[src/rtl/freq_meter.sv]
// Gated-window frequency meter: counts synchronized rising edges of sig_in over
// GATE_CYCLES osc_clk cycles and publishes a saturating count with a valid strobe.
`timescale 1ns/1ps
module freq_meter #(
    parameter int unsigned GATE_CYCLES = 50000000,
    parameter int unsigned CNT_W       = 32
) (
    input  logic             osc_clk,
    input  logic             clr,
    input  logic             en,
    input  logic             sig_in,
    output logic [CNT_W-1:0] freq,
    output logic             valid,
    output logic             ovf
);
    localparam int unsigned       GATE_W    = (GATE_CYCLES > 1) ? $clog2(GATE_CYCLES) : 1;
    localparam logic [GATE_W-1:0] GATE_LAST = GATE_W'(GATE_CYCLES - 1);
    localparam logic [CNT_W-1:0]  CNT_MAX   = {CNT_W{1'b1}};

    typedef enum logic [0:0] {
        ST_IDLE = 1'b0,
        ST_GATE = 1'b1
    } state_e;

    state_e              state_q, state_d;
    logic                s1_q, s1_d, s2_q, s2_d, s3_q, s3_d;
    logic [GATE_W-1:0]   gate_cnt_q, gate_cnt_d;
    logic [CNT_W-1:0]    edge_cnt_q, edge_cnt_d;
    logic                ovf_flag_q, ovf_flag_d;
    logic [CNT_W-1:0]    freq_q, freq_d;
    logic                ovf_q, ovf_d;
    logic                valid_q, valid_d;

    logic                edge_s;
    logic                cnt_sat_s;
    logic [CNT_W-1:0]    edge_cnt_nx_s;
    logic                ovf_flag_nx_s;

    // Synchronizer and history stage for the asynchronous input
    always_comb begin
        s1_d = sig_in;
        s2_d = s1_q;
        s3_d = s2_q;
    end

    // Edge count including this cycle's edge, saturating; an edge while full flags overflow
    always_comb begin
        edge_s        = s2_q & ~s3_q;
        cnt_sat_s     = (edge_cnt_q == CNT_MAX);
        edge_cnt_nx_s = edge_cnt_q;
        ovf_flag_nx_s = ovf_flag_q;
        if (edge_s) begin
            edge_cnt_nx_s = cnt_sat_s ? edge_cnt_q : (edge_cnt_q + CNT_W'(1));
            ovf_flag_nx_s = ovf_flag_q | cnt_sat_s;
        end else begin
            edge_cnt_nx_s = edge_cnt_q;
            ovf_flag_nx_s = ovf_flag_q;
        end
    end

    // Window FSM: next state, counters and published result
    always_comb begin
        state_d    = state_q;
        gate_cnt_d = gate_cnt_q;
        edge_cnt_d = edge_cnt_q;
        ovf_flag_d = ovf_flag_q;
        freq_d     = freq_q;
        ovf_d      = ovf_q;
        valid_d    = 1'b0;
        case (state_q)
            ST_IDLE: begin
                gate_cnt_d = {GATE_W{1'b0}};
                edge_cnt_d = {CNT_W{1'b0}};
                ovf_flag_d = 1'b0;
                if (en) begin
                    state_d = ST_GATE;
                end else begin
                    state_d = ST_IDLE;
                end
            end
            ST_GATE: begin
                if (gate_cnt_q == GATE_LAST) begin
                    // Closing cycle: publish, then restart immediately if still enabled
                    freq_d     = edge_cnt_nx_s;
                    ovf_d      = ovf_flag_nx_s;
                    valid_d    = 1'b1;
                    gate_cnt_d = {GATE_W{1'b0}};
                    edge_cnt_d = {CNT_W{1'b0}};
                    ovf_flag_d = 1'b0;
                    state_d    = en ? ST_GATE : ST_IDLE;
                end else if (!en) begin
                    gate_cnt_d = {GATE_W{1'b0}};
                    edge_cnt_d = {CNT_W{1'b0}};
                    ovf_flag_d = 1'b0;
                    state_d    = ST_IDLE;
                end else begin
                    gate_cnt_d = gate_cnt_q + GATE_W'(1);
                    edge_cnt_d = edge_cnt_nx_s;
                    ovf_flag_d = ovf_flag_nx_s;
                    state_d    = ST_GATE;
                end
            end
            default: begin
                gate_cnt_d = {GATE_W{1'b0}};
                edge_cnt_d = {CNT_W{1'b0}};
                ovf_flag_d = 1'b0;
                state_d    = ST_IDLE;
            end
        endcase
    end

    // State and datapath registers with synchronous active-low clear
    always_ff @(posedge osc_clk) begin
        if (!clr) begin
            state_q    <= ST_IDLE;
            s1_q       <= 1'b0;
            s2_q       <= 1'b0;
            s3_q       <= 1'b0;
            gate_cnt_q <= {GATE_W{1'b0}};
            edge_cnt_q <= {CNT_W{1'b0}};
            ovf_flag_q <= 1'b0;
            freq_q     <= {CNT_W{1'b0}};
            ovf_q      <= 1'b0;
            valid_q    <= 1'b0;
        end else begin
            state_q    <= state_d;
            s1_q       <= s1_d;
            s2_q       <= s2_d;
            s3_q       <= s3_d;
            gate_cnt_q <= gate_cnt_d;
            edge_cnt_q <= edge_cnt_d;
            ovf_flag_q <= ovf_flag_d;
            freq_q     <= freq_d;
            ovf_q      <= ovf_d;
            valid_q    <= valid_d;
        end
    end

    assign freq  = freq_q;
    assign ovf   = ovf_q;
    assign valid = valid_q;

endmodule

[config.mk]
export PLATFORM = sky130hd
export DESIGN_NAME = freq_meter
export DESIGN_NICKNAME = d
export VERILOG_FILES = /design/src/rtl/freq_meter.sv
export SDC_FILE = /design/constraint.sdc
export NUM_CORES = 1
export LEC_CHECK = 0
export BUFFER_PORTS_ARGS = -buffer_cell sky130_fd_sc_hd__buf_2
export CAP_MARGIN = 10
export CORE_MARGIN = 4
export CORE_UTILIZATION = 35
export CTS_CLUSTER_DIAMETER = 40
export DETAILED_ROUTE_END_ITERATION = 8
export GPL_ROUTABILITY_DRIVEN = 0
export PLACE_DENSITY = 0.59
export SLEW_MARGIN = 20
export SYNTH_ARGS = -nofsm -noshare
export SYNTH_HDL_FRONTEND = slang
export SYNTH_SLANG_ARGS = --single-unit
[constraint.sdc]
create_clock -name osc_clk -period 1.9 [get_ports osc_clk]
set_clock_uncertainty 0.05 [all_clocks]
set_input_delay 0.095 -clock osc_clk [delete_from_list [all_inputs] [get_ports osc_clk]]
set_output_delay 0.095 -clock osc_clk [all_outputs]
set_load 0.02 [all_outputs]
==> impl_metrics.py, run 1 <==
metrics = {
    "logic_synthesis": {
        "yosys_warnings": 0,
        "synth-seq-cells": 97,
        "ys.flop_type": "dfxtp_1",
        "synthTopCellsByCount": "97 x dfxtp_1, 78 x nor2_1, 31 x nand2_1, 30 x o21ai_0, 28 x a21oi_1",
        "synth_cells": 443,
        "synth_largest_area_cell": "dfxtp_1",
        "syn-num-nets": 449,
        "async_flop_share_pct": 0,
        "yosysMostFrequentCell": "dfxtp_1",
        "netlist-cell-type-count": 49,
        "yosysTopAreaCellShare_pct": 48.2,
        "synth_area_leaders": "dfxtp_1 48%, nor2_1 7.3%, xnor2_1 5.4%, xor2_1 4.8%, o21ai_0 3.7%",
        "synth_edf_count": 0,
        "avgSynthCellArea_sq_um": 9.09,
        "synth_area_sq_mm": 0.00403,
        "seq_area_frac_synth_pct": 48.2,
    },
    "timing": {
        "slew_violations": 0,
        "setup_viol": 31,
        "clock.fmax_mhz": 517,
        "min_period_over_period_pct": 102,
        "slew_headroom_pct": 73.7,
        "finalHoldViolCount": 0,
        "rsz0062_at_grt": "true",
        "fin_crit_ns": 1.94,
        "tightest_slew_ns": 0.390,
        "fin_ws_ns": -0.0356,
    },
    "worst_hold_path": {
        "worstHoldStart": "clr",
        "min_path_cells": 2,
        "hold_class": "input port to flop",
        "hold_end": "state_q",
    },
    "die": {
        "start_util_pct": 36.5,
        "die_w_microns": 115,
        "core_area_sq_mm": 0.0110,
        "die-area_sq_mm": 0.0133,
        "placement_rows": 38,
        "ios": 38,
        "die_h_microns": 115,
    },
    "critical_path": {
        "critPathBufInv": 3,
        "crit_fanout": 18,
        "cp_data_required_time_ns": 2.12,
        "cp-start-kind": "flop",
        "cp_cell_sequence": "nor4b_2, nand4_1, buf_4, nor4_4, buf_12, buf_12, o21ai_0, a21oi_1",
        "max_stage_delay_ns": 0.34,
        "ff2ff_path_depth": 8,
        "path_class": "flop to flop",
        "r2r_start": "gate_cnt_q[16]",
        "arrival_ns": 2.16,
        "cp_slowest_cell": "nor4_4",
        "endpoint_kind": "flop",
        "timing.rr.end": "freq[13]",
        "ff2ff_setup_slack_ns": -0.04,
        "crit_path_frequent_cell": "buf_12",
        "cp_top_family": "simple AND/OR/NAND/NOR gates",
    },
    "finish": {
        "diodes": 0,
        "layout.nets": 569,
        "area_delta_synth_final_pct": 41.7,
        "final_cell_area_sq_mm": 0.00570,
        "drive_gt1_share_pct": 38.6,
    },
    "grt": {
        "grt_pass1_vias": 3394,
        "grt_use_total_pct": 15.4,
        "grt_max_degree": 35,
        "grt_pass1_wl_microns": 16200,
        "antenna_found_initial": 0,
        "overflow": 0,
    },
    "detailed_routing": {
        "drc": 0,
        "wl_microns": 9790,
        "dr.pass1.iters": 4,
        "viasPerCell": 4.89,
        "via_count": 3459,
        "wl_per_cell_microns": 13.8,
        "ant_nets": 0,
        "dr.first_iter.drc_count": 141,
    },
    "clock_network": {
        "clock-sinks": 97,
        "cts_tree": "built",
        "clk_path_buf_depth": 2,
        "clock_latency_ns": 0.34,
        "cts_buffers": 9,
        "clkTransAtPathRegs_ns": 0.07,
        "cts_root_buffer": "clkbuf_16",
        "h-tree-depth": 3,
    },
    "run": {
        "drv_cap": 0,
    },
    "outcome": {
        "outcome": "finished with violations",
        "violations": "setup timing",
    },
    "power_and_ir_drop": {
        "irDropWorstVdd_uv": 430,
        "power_density_mw_per_mm2": 684,
        "static-leakage-power_nw": 2.15,
    },
    "place": {
        "io_buffers": 37,
        "place_area_sq_mm": 0.00492,
        "pre_cts_ws_ns": -0.163,
        "hpwl_microns": 6790,
    },
}
-- cells by family after synthesis --
group | Yosys count | share of synthesized area, %
and+or+nand+nor | 192 | 25.6
DFF | 97 | 48.2
AOI/OAI and AO/OA | 75 | 10.9
xor gates and xnor gates | 49 | 11.0
buffers and inverters | 27 | 3.36
adders and majority gates | 2 | 0.622
muxes | 1 | 0.249
-- power by group --
part | total (mW) | internal [mW] | switching [mW]
registers | 2.04 | 2.04 | 0.00272
clock network | 1.81 | 1.02 | 0.788
logic | 0.0527 | 0.0204 | 0.0323
-- repair_timing --
action / CTS / global route
hold endpoints to repair: 2 / 0
endpoints found under the setup margin: 89 / 92
resized for setup: 38 / 48
pin swaps: 15 / 26
hold buffers: 2 / 0
setup buffers: 6 / 8
gates cloned: 1 / 0
-- how the worst max path moves through the flow --
stage	slack [ns]	start	depth (start not counted)	endpoint
global placement	-0.15	edge_cnt_q[0]	7	freq[22]
finish	-0.04	gate_cnt_q[16]	8	freq[13]
detailed placement	-0.16	edge_cnt_q[0]	8	freq[19]
CTS	-0.05	gate_cnt_q[16]	8	freq[25]
global route	-0.15	gate_cnt_q[24]	8	freq[1]
floorplan	0.002	edge_cnt_q[25]	6	freq[17]
-- stage by stage --
stage | instances | utilization, % | power [mW] | setup TNS [ns] | hold slack, ns
floorplan | 443 | - | 2.11 | 0 | 0.172
global placement | 676 | 44.6 | 2.13 | -4.40 | 0.251
detailed placement | 676 | 44.6 | 2.13 | -8.41 | 0.263
CTS | 701 | 49.5 | 3.94 | -1.18 | 0.00891
global route | 708 | 51.7 | 4.02 | -8.01 | 0.0139
finish | 708 | 51.7 | 3.90 | -0.536 | 0.0101
-- flip-flops by register name, indices dropped and copies added, names as in the netlist --
signal	count
ovf	1
edge_cnt_q	32
s2_q	1
ovf_flag_q	1
gate_cnt_q	26
state_q	1
freq	32
valid	1
s3_q	1
s1_q	1
-- metal layers --
layer / up-vias / wire (microns) / global-route usage (%)
met3: 13 / 313 / 2.74
met5: - / 0 / 0
met1: 1630 / 4670 / 20.3
met2: 49 / 4670 / 25.0
met4: 0 / 146 / 5.87
li1: 1767 / - / -
-- layout make-up --
type,count,area (sq um)
Timing Repair Buffer,127,1000
Clock inverter,7,70.1
Tap cell,140,175
Inverter,9,33.8
Sequential cell,97,1970
Clock buffer,9,225
Multi-Input combinational cell,319,2230
Fill cell,1045,5330
-- cells in the final DEF, fill, tap and decap left out, types with 7 or more instances in the layout --
| master | n |
|---|---|
| nand4_1 | 15 |
| dfxtp_2 | 19 |
| nor2_1 | 71 |
| buf_6 | 7 |
| nand2_1 | 30 |
| xnor2_1 | 22 |
| buf_4 | 72 |
| a21oi_1 | 28 |
| clkbuf_16 | 10 |
| dfxtp_1 | 78 |
| inv_1 | 9 |
| o21ai_0 | 24 |
| xor2_1 | 19 |
| nand3_1 | 12 |
| buf_2 | 37 |
Note: power is estimated with default switching activity, not from simulation.
==> run 2, diff against run 1 <==
==> config.mk (replaced) <==
export PLATFORM = sky130hd
export DESIGN_NAME = freq_meter
export DESIGN_NICKNAME = d
export VERILOG_FILES = /design/src/rtl/freq_meter.sv
export SDC_FILE = /design/constraint.sdc
export NUM_CORES = 1
export LEC_CHECK = 0
export CAP_MARGIN = 10
export CORE_MARGIN = 4
export CORE_UTILIZATION = 55
export CTS_CLUSTER_DIAMETER = 40
export DETAILED_ROUTE_END_ITERATION = 8
export DONT_BUFFER_PORTS = 1
export GPL_ROUTABILITY_DRIVEN = 0
export PLACE_DENSITY = 0.78
export SLEW_MARGIN = 20
export SYNTH_ARGS = -nofsm -noshare
export SYNTH_HDL_FRONTEND = slang
export SYNTH_SLANG_ARGS = --single-unit
==> run 2 against run 1 <==
The run still ends with setup timing left. Combinational power increased by 14%. Flip-flop and latch count unchanged. Worst hold slack improved by 0.32 ns. Core utilization increased by 29 points. Die area decreased by 34%. Count of clock-buffer cells in the layout increased by 1. Register-to-register slack got worse by 0.10 ns.
==> impl_metrics.py, run 2 (same netlist as run 1, synthesis figures left out) <==
metrics = {
    "outcome": {
        "outcome": "finished with violations",
        "violations": "setup timing",
    },
    "timing": {
        "slew_headroom_pct": 69.4,
        "finalHoldViolCount": 0,
        "fin_ws_ns": -0.135,
        "setup_viol": 32,
        "rsz0062_at_grt": "true",
        "min_period_over_period_pct": 107,
        "tightest_slew_ns": 0.454,
        "slew_violations": 0,
        "clock.fmax_mhz": 491,
        "fin_crit_ns": 2.04,
    },
    "grt": {
        "grt_use_total_pct": 23.0,
        "grt_max_degree": 36,
        "antenna_found_initial": 0,
        "overflow": 0,
        "grt_pass1_vias": 3410,
        "grt_pass1_wl_microns": 16100,
    },
    "detailed_routing": {
        "wl_microns": 12900,
        "ant_nets": 0,
        "dr.pass1.iters": 5,
        "via_count": 3839,
        "dr.first_iter.drc_count": 328,
        "wl_per_cell_microns": 20.5,
        "viasPerCell": 6.12,
        "drc": 0,
    },
    "clock_network": {
        "cts_buffers": 9,
        "clkTransAtPathRegs_ns": 0.10,
        "clk_path_buf_depth": 2,
        "cts_tree": "built",
        "h-tree-depth": 3,
        "cts_root_buffer": "clkbuf_8",
        "clock_latency_ns": 0.37,
        "clock-sinks": 97,
    },
    "critical_path": {
        "cp_data_required_time_ns": 2.09,
        "cp-start-kind": "flop",
        "ff2ff_setup_slack_ns": -0.14,
        "cp_top_family": "simple AND/OR/NAND/NOR gates",
        "critPathBufInv": 3,
        "max_stage_delay_ns": 0.35,
        "cp_slowest_cell": "dfxtp_2",
        "crit_fanout": 4,
        "timing.rr.end": "freq[18]",
        "ff2ff_path_depth": 9,
        "path_class": "flop to flop",
        "endpoint_kind": "flop",
        "critPathCapture": "freq[18]",
        "cp-startpoint": "edge_cnt_q[22]",
        "arrival_ns": 2.22,
        "r2r_start": "edge_cnt_q[22]",
        "cp.depth": 9,
        "cp_cell_sequence": "nand4_1, buf_4, nor4_4, buf_6, buf_6, nor3_4, nand4_1, xor2_1, a211oi_1",
    },
    "finish": {
        "diodes": 0,
        "final_cell_mix": "76 x dfxtp_1, 72 x nor2_1, 59 x buf_4",
        "area_delta_synth_final_pct": 38.6,
        "layout.nets": 532,
        "layout_commonest_cell": "dfxtp_1",
        "drive_gt1_share_pct": 38.8,
        "fin_util_pct": 80.3,
    },
    "place": {
        "io_buffers": 0,
        "hpwl_microns": 6140,
    },
    "power_and_ir_drop": {
        "power_density_mw_per_mm2": 622,
        "finalPower_mw": 3.47,
        "irDropWorstVdd_uv": 459,
        "static-leakage-power_nw": 1.91,
    },
    "worst_hold_path": {
        "worstHoldStart": "clr",
        "hold_class": "input port to flop",
    },
    "die": {
        "die-area_sq_mm": 0.00875,
        "start_util_pct": 58.0,
        "placement_rows": 30,
        "die_w_microns": 93.5,
        "die_h_microns": 93.5,
        "core_area_sq_mm": 0.00694,
        "ios": 38,
    },
    "run": {
        "drv_cap": 0,
    },
}
run 2: metal layers:
metal  part of all wire [%]  routed length (microns)  vias to the layer above  track usage (%)
li1                       -                        -                     1699                -
met1                     37                     4790                     1859             29.5
met2                     51                     6540                      237             38.4
met3                    8.4                     1080                       44             5.07
met4                    3.5                      448                        0             7.46
met5                      0                        0                        -                0
run 2: report_power, final:
part           internal [mW]  switching (mW)
logic                 0.0251          0.0351
clock network          0.614           0.761
registers               2.03         0.00349
run 2: worst min path at each step:
stage                    to  slack [ns]  cells past startpoint
floorplan              s1_q        0.17                      1
global placement       s1_q        0.18                      1
detailed placement     s1_q        0.17                      1
CTS                 freq[7]       -0.19                      2
global route           s2_q        0.35                      2
finish                 s2_q        0.33                      2
run 2: what timing repair did:
action / 4_1_cts / 5_1_grt
setup buffers: 3 / 9
endpoints found under the hold margin: 39 / 30
cloned: 1 / 4
pin swaps: 14 / 42
gates resized for setup: 29 / 104
hold buffers: 8 / 2
setup endpoints to repair: 76 / 91
run 2: layout make-up:
cell class / count / area, sq um
multi-input cells: 319 / 2380
well taps: 96 / 120
inverters: 9 / 33.8
flip-flops and latches: 97 / 1970
clock inverters: 6 / 68.8
clock buffers: 10 / 128
fillers: 339 / 1370
repair buffers: 90 / 878
run 2: per-stage QoR:
| step | TNS, ns | hold WS, ns | instances | setup slack (ns) | area [sq um] |
|---|---|---|---|---|---|
| 2_1_floorplan | 0 | 0.172 | 443 | 0.00159 | 4040 |
| 3_3_place_gp | -1.66 | 0.175 | 584 | -0.0899 | 4560 |
| 3_5_place_dp | -4.88 | 0.172 | 584 | -0.193 | 4560 |
| 4_1_cts | 0 | -0.189 | 612 | 0.00123 | 5010 |
| 5_1_grt | -5.35 | 0.353 | 627 | -0.209 | 5580 |
| 6_report | -1.32 | 0.329 | 627 | -0.135 | 5580 |
